File: src/rtl/ssd_driver.sv
// ssd_driver: binary-to-BCD display back-end for a 4-digit common-anode
// seven-segment display.
//   A sequential double-dabble engine converts value_i into four BCD digits.
//   A free-running refresh counter selects which digit is driven.
//
// Ports:
//   clk      system clock
//   rst      asynchronous, active-low reset
//   value_i  unsigned binary value to display
//   anode_o  digit enables, active-low; bit 0 is the ones digit
//   seg_o    segments {g,f,e,d,c,b,a}, active-low
//   dp_o     decimal point, active-low; held off
//   busy_o   high while a conversion is in progress
//
// Optional feature:
//   Define SSD_BLANK_EN to enable leading-zero blanking.
//   When it is not defined, the display shows all four digits with zero padding.
module ssd_driver #(
    parameter int unsigned CNT_W = 20,
    parameter int unsigned VAL_W = 13
) (
    input  logic             clk,
    input  logic             rst,
    input  logic [VAL_W-1:0] value_i,
    output logic [3:0]       anode_o,
    output logic [6:0]       seg_o,
    output logic             dp_o,
    output logic             busy_o
);

    localparam int unsigned BCD_W = 16;
    localparam int unsigned SH_W  = BCD_W + VAL_W;
    localparam int unsigned IT_W  = $clog2(VAL_W + 1);

    typedef enum logic [1:0] {IDLE, SHIFT, DONE} state_t;

    state_t           state_q, state_d;
    logic [VAL_W-1:0] val_q, val_d;
    logic [SH_W-1:0]  sh_q, sh_d;
    logic [IT_W-1:0]  it_q, it_d;
    logic [BCD_W-1:0] bcd_q, bcd_d;
    logic             busy_d;
    logic [CNT_W-1:0] cnt_q;
    logic [1:0]       digit;
    logic [3:0]       nib_c;
    logic             blank_c;

    // One double-dabble step: add 3 to every BCD nibble >= 5, then shift left.
    function automatic logic [SH_W-1:0] dabble(input logic [SH_W-1:0] s);
        logic [SH_W-1:0] t;
        t = s;
        for (int i = 0; i < 4; i++) begin
            if (t[VAL_W+4*i +: 4] >= 4'd5)
                t[VAL_W+4*i +: 4] = t[VAL_W+4*i +: 4] + 4'd3;
        end
        return {t[SH_W-2:0], 1'b0};
    endfunction

    // Active-low seven-segment decode. Codes 10 to 15 show a blank digit.
    function automatic logic [6:0] decode(input logic [3:0] n);
        case (n)
            4'd0:    return 7'b1000000;
            4'd1:    return 7'b1111001;
            4'd2:    return 7'b0100100;
            4'd3:    return 7'b0110000;
            4'd4:    return 7'b0011001;
            4'd5:    return 7'b0010010;
            4'd6:    return 7'b0000010;
            4'd7:    return 7'b1111000;
            4'd8:    return 7'b0000000;
            4'd9:    return 7'b0010000;
            default: return 7'b1111111;
        endcase
    endfunction

    // Converter state and datapath registers
    always_ff @(posedge clk or negedge rst) begin
        if (!rst) begin
            state_q <= IDLE;
            val_q   <= '0;
            sh_q    <= '0;
            it_q    <= '0;
            bcd_q   <= '0;
            busy_o  <= 1'b0;
        end else begin
            state_q <= state_d;
            val_q   <= val_d;
            sh_q    <= sh_d;
            it_q    <= it_d;
            bcd_q   <= bcd_d;
            busy_o  <= busy_d;
        end
    end

    // Converter next state. bcd_q is loaded only in DONE, so all four digits change together.
    always_comb begin
        state_d = state_q;
        val_d   = val_q;
        sh_d    = sh_q;
        it_d    = it_q;
        bcd_d   = bcd_q;
        busy_d  = busy_o;
        case (state_q)
            IDLE: begin
                if (value_i != val_q) begin
                    val_d   = value_i;
                    sh_d    = {16'h0000, value_i};
                    it_d    = '0;
                    busy_d  = 1'b1;
                    state_d = SHIFT;
                end
            end
            SHIFT: begin
                sh_d = dabble(sh_q);
                it_d = it_q + IT_W'(1);
                if (it_q == IT_W'(VAL_W - 1))
                    state_d = DONE;
            end
            DONE: begin
                bcd_d   = sh_q[SH_W-1 -: BCD_W];
                busy_d  = 1'b0;
                state_d = IDLE;
            end
            default: state_d = IDLE;
        endcase
    end

    // Free-running refresh counter. Its top two bits select the digit.
    always_ff @(posedge clk or negedge rst) begin
        if (!rst) cnt_q <= '0;
        else      cnt_q <= cnt_q + CNT_W'(1);
    end

    assign digit = cnt_q[CNT_W-1 -: 2];

    // Select the nibble for the current digit
    always_comb begin
        nib_c = bcd_q[3:0];
        case (digit)
            2'd0: nib_c = bcd_q[3:0];
            2'd1: nib_c = bcd_q[7:4];
            2'd2: nib_c = bcd_q[11:8];
            2'd3: nib_c = bcd_q[15:12];
            default: nib_c = bcd_q[3:0];
        endcase
    end

`ifdef SSD_BLANK_EN
    logic lz3_c, lz2_c, lz1_c;

    // A digit is blanked when it and every higher digit are zero. The ones digit always shows.
    always_comb begin
        lz3_c   = (bcd_q[15:12] == 4'd0);
        lz2_c   = lz3_c && (bcd_q[11:8] == 4'd0);
        lz1_c   = lz2_c && (bcd_q[7:4] == 4'd0);
        blank_c = 1'b0;
        case (digit)
            2'd1: blank_c = lz1_c;
            2'd2: blank_c = lz2_c;
            2'd3: blank_c = lz3_c;
            default: blank_c = 1'b0;
        endcase
    end
`else
    assign blank_c = 1'b0;
`endif

    // Registered display outputs. They lag the refresh counter by one cycle.
    always_ff @(posedge clk or negedge rst) begin
        if (!rst) begin
            anode_o <= 4'b1111;
            seg_o   <= 7'b1111111;
            dp_o    <= 1'b1;
        end else begin
            anode_o <= blank_c ? 4'b1111 : ~(4'b0001 << digit);
            seg_o   <= blank_c ? 7'b1111111 : decode(nib_c);
            dp_o    <= 1'b1;
        end
    end

endmodule
File: config.mk
export PLATFORM = sky130hd
export DESIGN_NAME = ssd_driver
export DESIGN_NICKNAME = d
export VERILOG_FILES = /design/src/rtl/ssd_driver.sv
export SDC_FILE = /design/constraint.sdc
export NUM_CORES = 1
export LEC_CHECK = 0
export ABC_AREA = 1
export CORE_AREA = 8 8 125 116
export CTS_CLUSTER_SIZE = 40
export DETAILED_ROUTE_END_ITERATION = 10
export DIE_AREA = 0 0 133 124
export SETUP_SLACK_MARGIN = 0.4
export SYNTH_ARGS = -nofsm -noshare
export SYNTH_HDL_FRONTEND = slang
export SYNTH_SLANG_ARGS = --single-unit
File: constraint.sdc
create_clock -name clk -period 3.9 [get_ports clk]
set_input_delay 1.17 -clock clk [delete_from_list [all_inputs] [get_ports clk]]
set_output_delay 1.17 -clock clk [all_outputs]
set_load 0.02 [all_outputs]
==> metrics.md <==
| Metric | Value |
|---|---|
| Hold bufs inserted after CTS | 0 |
| Remaining Overflow, GRT | 0 |
| Clock group share of total power | 24.6% |
| Fraction of layout cells with a size suffix above 1 | 9.98% |
| Reg2Reg Launch Point | state_q[0] |
| Quantity of I/O buffers inserted on ports | 26 |
| Yosys cell types | 34 |
| Commonest non-fill, non-tap cells in the layout | 160 x sky130_fd_sc_hd__nand2_1, 85 x sky130_fd_sc_hd__dfrtp_1, 66 x sky130_fd_sc_hd__inv_1 |
| Nets@finish | 625 |
| Sequential cell area fraction in the yosys report | 50.2% |
| Overall global routing resource usage | 11.6% |
| Core region area | 0.0123 sq mm |
| Power per Cell Area | 700 mW/mm^2 |
| Buffer levels on the longest clock path | 2 |
| Maximum clock rate | 356 MHz |
| CTS-repair resized insts | 0 |
| Net Count, Synth | 605 |
| Clock transition at the registers of the reported paths | 70 ps |
| Number of fill cells in the layout | 1224 |
| Transition time at the pin with the least slew margin | 849 ps |
| Via count | 3576 |
| Die Y-Extent | 124 microns |
| Req. time, crit path | 4180 ps |
| Count of antenna diodes in the layout | 0 |
| Fin Clk Skew | 12.2 ps |
| Worst Hold Launch | cnt_q[17] |
| Worst-case headroom to the max-slew limit | 43.3% |
| Status | complete, no violations |
| Hold crit path type | flip-flop to flip-flop |
| Average footprint of a synthesized cell | 8.36 sq um |
| Total count of max-transition violations in the final report | 0 |
| Total routed wirelength | 8750 microns |
| Tcrit/Tclk final | 72.0% |
| H-Tree Depth | 3 |
| Count of mapped cells out of synthesis | 576 |
| Die Outline Area | 0.0165 sq mm |
| P_int | 2.44 mW |
| Remaining antenna violation count | 0 |
| Net Sw Frac | 36.8% |
| Pin count of the biggest net entering global routing | 56 |
| Warnings, synthesis | 0 |
| Vias in the first global route | 3536 |
| Cts bufs inserted | 9 |
| Wire per inst | 11.4 microns |
| Post-synth EDFFs | 0 |
| Combinational fraction of design power | 34.2% |
| Data arrival time of the critical path | 3080 ps |
| Top-Level Pins | 28 |
| Time the worst path needs with I/O delays and setup | 2810 ps |
| Fraction of power consumed by sequential logic | 41.2% |
| First-pass GRT wire length | 15900 microns |
| Final worst slack | 1090 ps |
| Switching power | 1.42 mW |
| Setup crit start | value_i[12] |
| Leakage power summed over all cells | 2.76 nW |
| GP Congestion | 0.786 |
| Number of hold violations in the final report | 0 |
| Maxcap violations | 0 |
| Worst IR Drop VDD | 0.000358 V |
| # setup viols final | 0 |
| Sinks on the clock net | 96 |
| Clock Tree Root | sky130_fd_sc_hd__clkbuf_16 |
| Skew-Pair Late Insertion Delay | 340 ps |
| Unrepaired setup endpoints after global routing | no |
| Pre-CTS setup slack | 738 ps |
| Initial standard-cell utilization of the core | 39.0% |
| DIE WIDTH | 133 microns |
| Type of destination of the critical path | flip-flop |
| Final sum of negative setup slack | 0 ps |
| Antenna violations before repair | 0 |
| Row Count | 39 |
| Proportion of register bits with asynchronous set or reset after synthesis | 100% |
| Post-route DRC | 0 |
| Total power after layout | 3.86 mW |
| Main flop type after synthesis | sky130_fd_sc_hd__dfrtp_1 |
| Routed vias/inst | 4.67 |
| Detailed Route Iter0 Violations | 178 |
| TritonCTS clock tree | yes |
| DP Wirelength | 6020 microns |
| Number of search-and-repair iterations in the first detailed-routing pass | 4 |
| Post-synth design cell area | 0.00481 sq mm |
| Area delta synth->final | 14.6% |
| Buffer count from post-CTS setup fixing | 0 |
| Setup CP Type | input pin to flip-flop |
| Number of storage elements in the synthesis netlist | 96 |
| Critical Path Source Type | input pin |
| Most common cell after layout, fill and taps aside | sky130_fd_sc_hd__nand2_1 |
| Max Fanout on Critical Path | 32 |
-- per-layer routing --
layer | share of wire, % | vias to the layer above | track usage [%]
li1 | - | 1860 | -
met1 | 49 | 1656 | 13.7
met2 | 46 | 50 | 20.1
met3 | 4.1 | 10 | 3.39
met4 | 1.3 | 0 | 4.11
met5 | 0 | - | 0
-- final timing paths --
kind / to / slack [ps] / cells after the start
max: sh_q[2] / 1090 / 12
min: cnt_q[17] / 470 / 1
max reg2reg: sh_q[8] / 2020 / 6
min reg2reg: cnt_q[17] / 470 / 1
max in group asynchronous: sh_q[2] / 2340 / 2
min in group asynchronous: cnt_q[7] / 870 / 1
-- power groups by stage --
stage | clock network, mW | registers (mW) | logic [mW]
after floorplan | 0 | 1.59 | 1.02
after global placement | 0 | 1.59 | 1.30
after detailed placement | 0 | 1.60 | 1.34
after CTS | 0.979 | 1.59 | 1.35
after global routing | 1.01 | 1.64 | 1.57
final | 0.949 | 1.59 | 1.32
-- logic make-up after synthesis --
| logic type | share of synthesized area, % |
|---|---|
| AOI/OAI and AO/OA | 8.42 |
| other | 0.0779 |
| and+or+nand+nor | 25.6 |
| adders and majority gates | 3.64 |
| DFF | 50.2 |
| xor gates and xnor gates | 4.19 |
| buffers and inverters | 7.90 |
-- cell usage after synthesis (all sizes together), types with 2 or more instances --
cell type / instances / area, sq um
nand2: 165 / 637
dfrtp: 85 / 2130
inv: 70 / 263
nand3: 61 / 355
o21ai: 60 / 312
nor2: 37 / 159
a21oi: 18 / 93.8
xor2: 16 / 140
ha: 14 / 175
buf: 12 / 87.6
dfstp: 11 / 289
clkbuf: 8 / 30.0
xnor2: 7 / 61.3
nor3: 5 / 41.3
or2: 3 / 18.8
nand4: 2 / 12.5
-- per-stage QoR --
| step | utilization (%) | cell area, sq um | hold WS, ps | std cells |
|---|---|---|---|---|
| finish | 44.7 | 5520 | 467 | 765 |
| global route | 44.7 | 5520 | 488 | 765 |
| CTS | 44.7 | 5520 | 472 | 765 |
| detailed placement | 42.1 | 5190 | 460 | 749 |
| global placement | 42.1 | 5190 | 460 | 749 |
| floorplan | - | 4810 | 442 | 576 |
-- state kept, by name (all words and copies together) (netlist names) --
signal,flops
seg_o,7
busy_o,1
it_q,4
state_q,2
cnt_q,20
anode_o,4
val_q,13
bcd_q,16
sh_q,29
-- layout make-up --
| class | count | area (sq um) | area share (%) |
|---|---|---|---|
| Multi-Input combinational cell | 390 | 2020 | 36.6 |
| Clock buffer | 11 | 243 | 4.40 |
| Inverter | 70 | 263 | 4.76 |
| Timing Repair Buffer | 29 | 293 | 5.31 |
| Sequential cell | 96 | 2420 | 43.8 |
| Clock inverter | 5 | 81.3 | 1.47 |
| Tap cell | 164 | 205 | 3.72 |
-- worst max-delay path: stages --
cell and delay (ps):
sky130_fd_sc_hd__clkdlybuf4s50_1 480, sky130_fd_sc_hd__inv_1 80, sky130_fd_sc_hd__nand2_1 60, sky130_fd_sc_hd__nand2_1 50, sky130_fd_sc_hd__nor2_1 100, sky130_fd_sc_hd__nand2_1 60
sky130_fd_sc_hd__nor2_1 110, sky130_fd_sc_hd__nand2_2 100, sky130_fd_sc_hd__nand2_4 240, sky130_fd_sc_hd__buf_4 400, sky130_fd_sc_hd__nand3_1 120, sky130_fd_sc_hd__nand2_1 100
Note: power is estimated with default switching activity, not from simulation.
